**config.mk**
```make
export PLATFORM = sky130hd
export DESIGN_NAME = v_hier_sched
export DESIGN_NICKNAME = d
export VERILOG_FILES = /design/src/rtl/v_hier_pkg.sv /design/src/rtl/v_hier_rr_pick.sv /design/src/rtl/v_hier_sched.sv
export SDC_FILE = /design/constraint.sdc
export NUM_CORES = 1
export LEC_CHECK = 0
export CORE_ASPECT_RATIO = 2
export CORE_UTILIZATION = 49
export CTS_CLUSTER_DIAMETER = 30
export DETAILED_ROUTE_END_ITERATION = 8
export PLACE_DENSITY = 0.85
export SLEW_MARGIN = 25
export SYNTH_ARGS = -nofsm -noshare
export SYNTH_HDL_FRONTEND = slang
export SYNTH_SLANG_ARGS = --single-unit
export TNS_END_PERCENT = 20
```
**constraint.sdc**
```tcl
create_clock -name clk -period 4.27 [get_ports clk]
set_input_delay 0.6405 -clock clk [delete_from_list [all_inputs] [get_ports clk]]
set_output_delay 0.6405 -clock clk [all_outputs]
set_load 0.02 [all_outputs]
```
**src/rtl/v_hier_pkg.sv**
```systemverilog
// v_hier_pkg: shared state encoding and operand width for the v_hier scheduler
package v_hier_pkg;
    localparam int AW = 4;
    typedef enum logic [1:0] {
        IDLE  = 2'd0,
        ISSUE = 2'd1,
        WAIT  = 2'd2,
        RESP  = 2'd3
    } state_t;
endpackage

```
**src/rtl/v_hier_rr_pick.sv**
```systemverilog
// v_hier_rr_pick: combinational round-robin picker starting the search just after ptr
module v_hier_rr_pick #(
    parameter int NREQ = 4,
    localparam int IDW = $clog2(NREQ)
) (
    input  logic [NREQ-1:0] req,
    input  logic [IDW-1:0]  ptr,
    output logic            any,
    output logic [IDW-1:0]  id,
    output logic [NREQ-1:0] onehot
);
    logic [IDW-1:0]    sh;
    logic [IDW-1:0]    k;
    logic [IDW:0]      s;
    logic [2*NREQ-1:0] dbl;
    logic [NREQ-1:0]   rot;

    // rotate the doubled request vector so ptr+1 lands at bit 0, then take the lowest set bit
    always_comb begin
        sh = (ptr == IDW'(NREQ - 1)) ? '0 : ptr + 1'b1;
        dbl = {req, req} >> sh;
        rot = dbl[NREQ-1:0];
        any = |req;
        k = '0;
        for (int i = NREQ - 1; i >= 0; i--)
            if (rot[i]) k = IDW'(i);
        s = {1'b0, k} + {1'b0, sh};
        id = (s >= (IDW+1)'(NREQ)) ? IDW'(s - (IDW+1)'(NREQ)) : s[IDW-1:0];
        onehot = any ? (NREQ'(1) << id) : '0;
    end
endmodule

```
**src/rtl/v_hier_sched.sv**
```systemverilog
// v_hier_sched: round-robin scheduler sharing one v_hier_sub datapath, one transaction in flight
module v_hier_sched
    import v_hier_pkg::*;
#(
    parameter int NREQ = 4,
    parameter int LAT  = 2,
    localparam int IDW = $clog2(NREQ)
) (
    input  logic             clk,
    input  logic             rst_n,
    input  logic [NREQ-1:0]  req,
    input  logic [NREQ*AW-1:0] req_avec,
    output logic [NREQ-1:0]  gnt,
    output logic [AW-1:0]    avec,
    input  logic [AW-1:0]    qvec,
    output logic             rsp_valid,
    output logic [IDW-1:0]   rsp_id,
    output logic [AW-1:0]    rsp_qvec,
    output logic             busy
);
    localparam int CW = $clog2(LAT + 1);

    state_t          state, next_state;
    logic [IDW-1:0]  ptr, id, pick_id;
    logic [CW-1:0]   cnt;
    logic            pick_any;
    logic [NREQ-1:0] pick_onehot;

    v_hier_rr_pick #(.NREQ(NREQ)) u_pick (
        .req    (req),
        .ptr    (ptr),
        .any    (pick_any),
        .id     (pick_id),
        .onehot (pick_onehot)
    );

    // state register
    always_ff @(posedge clk) begin
        if (!rst_n) state <= IDLE;
        else        state <= next_state;
    end

    // next-state logic: IDLE -> ISSUE -> WAIT (LAT cycles) -> RESP -> IDLE
    always_comb begin
        next_state = state;
        case (state)
            IDLE:    next_state = pick_any ? ISSUE : IDLE;
            ISSUE:   next_state = WAIT;
            WAIT:    next_state = (cnt == '0) ? RESP : WAIT;
            default: next_state = IDLE;
        endcase
    end

    // outputs: grant only while idle and out of reset, since reset would discard the accept
    always_comb begin
        gnt  = (state == IDLE && rst_n) ? pick_onehot : '0;
        busy = (state != IDLE);
    end

    // datapath: operand capture, latency counter, response registers and priority pointer
    always_ff @(posedge clk) begin
        if (!rst_n) begin
            ptr       <= IDW'(NREQ - 1);
            id        <= '0;
            avec      <= '0;
            cnt       <= '0;
            rsp_valid <= 1'b0;
            rsp_id    <= '0;
            rsp_qvec  <= '0;
        end else begin
            rsp_valid <= 1'b0;
            case (state)
                IDLE: if (pick_any) begin
                    id   <= pick_id;
                    avec <= req_avec[int'(pick_id)*AW +: AW];
                end
                ISSUE: cnt <= CW'(LAT - 1);
                WAIT: if (cnt == '0) begin
                    rsp_qvec  <= qvec;
                    rsp_id    <= id;
                    rsp_valid <= 1'b1;
                end else begin
                    cnt <= cnt - 1'b1;
                end
                default: ptr <= id;
            endcase
        end
    end
endmodule
```
### Word-level counts from Yosys, hierarchy flattened

Cells that the tools add are included.

* flip-flop bits (word level): 19
* logic and storage cells: 45

* magnitude comparators: 1
* shift-type cells: 3
* add/sub/neg operators: 4
* equality and inequality tests: 4
* muxes and demuxes: 14
* reduce and logical (&&, ||, !) cells: 11

Operators with widths (number)
* $shiftx A16 B5 Y4: 1
* $mux W2: 7
* $mux W4: 2
* $reduce_and A2 Y1: 4
* $shr A8 B2 Y4: 1
* $pmux W2 S3: 1
* $eq A2 B2 Y1 const B: 2
* $logic_not A2 Y1: 2
* $pmux W2 S2: 1
* $reduce_bool A2 Y1: 2
* $reduce_or A4 Y1: 1
* $shl A1 B2 Y4 const A: 1
* $sub A2 B1 Y2 const B: 2
* $add A2 B2 Y3: 1
* $ge A3 B3 Y1 const B: 1
* $mux W1: 3
* $reduce_or A3 Y1: 1
* $add A2 B1 Y2 const B: 1
* $eq A2 B1 Y1 const B: 1
* $ne A2 B2 Y1 const B: 1
* $logic_and A1 B1 Y1: 1

### Longest topological paths before layout

* word-level depth: 13
* depth in mapped cells: 10
* gate-level depth less buffers: 9

### Cells and area by module

Synthesis repeated with hierarchy kept, for this count alone.

* cell total of the unflattened synthesis: 154
* area total of the unflattened synthesis: 1285.0 µm²

By module, submodules not included
* v_hier_sched: instances 1, sequential area each 380.4 µm², cells an instance 98, area each 895.9 µm²
* v_hier_rr_pick: instances 1, sequential area each 0.0 µm², cells an instance 56, area each 389.1 µm²

### Worst setup path after synthesis

No wires, ideal clock.

* kind: input -> output
* start point: in req[0]
* end point: out gnt[2]
* stages: 8
* data arrival time: 2438 ps
* path slack: 1191 ps
* required time: 3629 ps
* path through: buf_4 nand2b_1 a21oi_1 nor2_1 o31a_1 ha_1 or4_1 a21oi_1

* cells in the longest elaborated chain, start to end: 11

RTL lines
* start: declaration: line v_hier_sched.sv:11 `input logic [NREQ-1:0] req,`
* $shr A8 B2 Y4: line v_hier_rr_pick.sv:21 `dbl = {req, req} >> sh;`
* $mux W2 (4 in a row): line v_hier_rr_pick.sv:26 `if (rot[i]) k = IDW'(i);`
* $add A2 B2 Y3: line v_hier_rr_pick.sv:27 `s = {1'b0, k} + {1'b0, sh};`
* $ge A3 B3 Y1 / $sub A2 B1 Y2 (equally long branches): line v_hier_rr_pick.sv:28 `id = (s >= (IDW+1)'(NREQ)) ? IDW'(s - (IDW+1)'(NREQ)) : s[IDW-1:0];`
* $mux W2: line v_hier_rr_pick.sv:28
* $shl A1 B2 Y4: line v_hier_rr_pick.sv:29 `onehot = any ? (NREQ'(1) << id) : '0;`
* $mux W4 (*): line v_hier_rr_pick.sv:29
* $mux W4 (*): line v_hier_sched.sv:56 `gnt = (state == IDLE && rst_n) ? pick_onehot : '0;`
* end: declaration: line v_hier_sched.sv:13 `output logic [NREQ-1:0] gnt,`

Every way passes the cells marked *; elsewhere a longest branch is shown, timed or not.

### Final worst setup path

* start point: in req[0]
* end point: out gnt[3]

The elaborated chain is that of the path after synthesis.

==> impl_results.md <==
- Post-DR wirelength/cell: ~15 um
- Most frequent cells in the layout: 41 x clkdlybuf4s50_1, 22 x nand2_1, 19 x dfxtp_1
- Max Cap Viol: 0
- Crit Path Category: in2out
- Mapped Area: 1280 um2
- Worst hold start: rsp_id[0]$_SDFFE_PN0P_
- Global-route wire length before repair: just under 5 mm
- Via count: ~1200
- RSZ-0062 raised after global routing: false
- Max-slew violation count: 0
- Hold slack: around 0.47 ns
- Worst path required time: approximately 3.6 ns
- # H-tree levels: 1
- Netlist cell types: 39
- Setup bufs post-CTS: 0
- Pre-antenna DRT Iters: 4
- Syn_nets: between 150 and 200
- CP arrival: approximately 3.5 ns
- Yosys warnings: 0
- I/O pin count: 42
- Final Wtd Congestion: about 0.77
- Post-route setup slack: 0.152 ns
- Max FO, Critical Path: 9
- Core ar.: around 2400 um2
- Initial antenna violation count: 0
- Vias per Instance: between 6 and 7
- Top FF cell, synth: dfxtp_1
- Die height: roughly 74 um
- Most common cell after layout, fill and taps aside: clkdlybuf4s50_1
- Pleak: 0.622 nW
- Area growth, synth to finish: 35.3%
- Register area share after synthesis: 0.298
- Initial Util: 0.530
- Vias in the first global route: about 1200
- Final wirelength: between 2 and 3 mm
- Die area: between 2000 and 3000 um2
- EDFF count, synth: 0
- Minimum clock period: around 4.1 ns
- Worst setup startpoint: req[0]
- RR Startpoint: ptr[0]$_SDFFE_PN1N_
- Clock Skew: roughly 0.00084 ns
- Hold WC Path Type: reg2reg
- Row cnt: 25
- Startpoint types: input pin
- P_sw: ~0.32 mW
- # port buffers: 41
- Clk_lat worst skew: 0.25 ns
- CTS Buf Count: 3
- PwrDens: ~480 nW/um2
- P_int: between 0.5 and 0.6 mW
- Largest net degree at the start of global routing: 16
- Seq pwr share: 0.314
- # hold bufs at CTS: 0
- Layout cells sized above 1: 0.102
- Detail Placement HPWL: 2.49 mm
- Fmax: approximately 0.24 GHz
- Worst setup EP type: output port
- CTS sink cnt: 19
- Ys async rst share: 0
- Overall Global Routing Usage: 0.238
- FILL cells: approximately 190
- Final Hold Fails: 0
- Syn_area_per_cell: approximately 9.3 um2
- Final setup TNS: 0 ns
- Clock tree buffer depth: 2
- Post-Synthesis Cells: between 100 and 150
- Slew @ Worst Pin: ~0.77 ns
- Sw Ratio: 0.393
- N_diodes: 0
- Die W: around 38 um
- Period utilization: 0.964
- Worst vdd rail ir drop: 277 uV
- Worst-path clk slew: 0.07 ns
- Dpl ws: 0.181 ns
- Clock share of power: 0.148
- Logic pwr share: 0.539
- Outcome: completed
- CTS tree: done
- Nets: 210
- Synth Register Bits: 19
- Post-CTS Resized: 0
- Setup-failing EPs final: 0
- First-iteration detailed-routing DRC count: 17
- DRC violations left: 0
- Slew headroom: 0.489
- Congestion Overflow GR: 0
- Antenna Nets Post-Route: 0
- CTS root buf: clkbuf_8
## synthesized netlist by cell type, types with 3 or more instances
master    instances  share of area
a21boi_0          6          0.035
a21oi_1           4          0.016
and2_1            4          0.020
clkbuf_1          4          0.012
dfxtp_1          19           0.30
ha_1              7          0.069
inv_1             8          0.024
mux4_2            8           0.14
nand2_1          22          0.065
nand3_1           7          0.027
nor2_1            3         0.0088
nor2b_1           3          0.015
nor3_1            4          0.016
o211ai_1          4          0.024
o311ai_1          4          0.027
## cell type report
class / instances / area (um2) / area share
clock buffers: 3 / 41.3 / 0.0239
clock inverters: 1 / 5.00 / 0.00290
flip-flops and latches: 19 / 380 / 0.220
inverters: 8 / 30.0 / 0.0174
well taps: 27 / 33.8 / 0.0196
repair buffers: 44 / 433 / 0.251
multi-input cells: 101 / 805 / 0.466
## flip-flops by register name, summed over array words and instances, names as in the netlist
name / cells
avec: 4
rsp_qvec: 4
cnt: 2
id: 2
ptr: 2
rsp_id: 2
state: 2
rsp_valid: 1
## worst max-delay path, stage by stage
cell	delay, ns
clkdlybuf4s50_1	0.67
nand2b_1	0.14
a21oi_1	0.17
nor2_1	0.05
o31a_1	0.28
ha_1	0.19
or4_1	0.55
a21oi_1	0.16
clkdlybuf4s50_1	0.62
## kinds of logic (layout without fill, tap and decap cells)
| logic type | Yosys count | count (layout) | synth area share |
|---|---|---|---|
| AO/OA/AOI/OAI | 33 | 33 | 0.209 |
| adder cells (fa/ha/maj) | 7 | 7 | 0.0686 |
| buffers and inverters | 18 | 56 | 0.0725 |
| flip-flops | 19 | 19 | 0.298 |
| multiplexers | 10 | 10 | 0.157 |
| AND/OR/NAND/NOR | 51 | 51 | 0.196 |
## layer usage
metal / share of wire / track usage / vias to the layer above
met2: 0.61 / 0.488 / 38
met3: 0.027 / 0.0149 / 8
met5: 0 / 0 / -
met4: 0.025 / 0.119 / 0
li1: - / - / 587
met1: 0.34 / 0.205 / 588
## power groups by stage
stage / Combinational, mW / Clock [mW] / Sequential (mW)
floorplan: 0.271 / 0 / 0.288
global placement: 0.430 / 0 / 0.260
detailed placement: 0.447 / 0 / 0.263
CTS: 0.447 / 0.124 / 0.259
global route: 0.489 / 0.133 / 0.266
finish: 0.445 / 0.122 / 0.259
## final timing paths
check                                 to  slack, ns  cells past startpoint
setup / recovery                  gnt[3]       0.15                      9
hold / removal    rsp_id[0]$_SDFFE_PN0P_       0.47                      2
hold reg to reg   rsp_id[0]$_SDFFE_PN0P_       0.47                      2
setup reg to reg    avec[3]$_SDFFE_PN0P_       1.49                     10
## stage by stage
stage,instance area [um2],util,instances,power (mW)
2_1_floorplan,1280,-,138,0.558
3_3_place_gp,1680,0.698,199,0.690
3_5_place_dp,1680,0.698,199,0.709
4_1_cts,1730,0.717,203,0.831
5_1_grt,1730,0.717,203,0.888
6_report,1730,0.717,203,0.826
(Power assumes the default switching activity.)
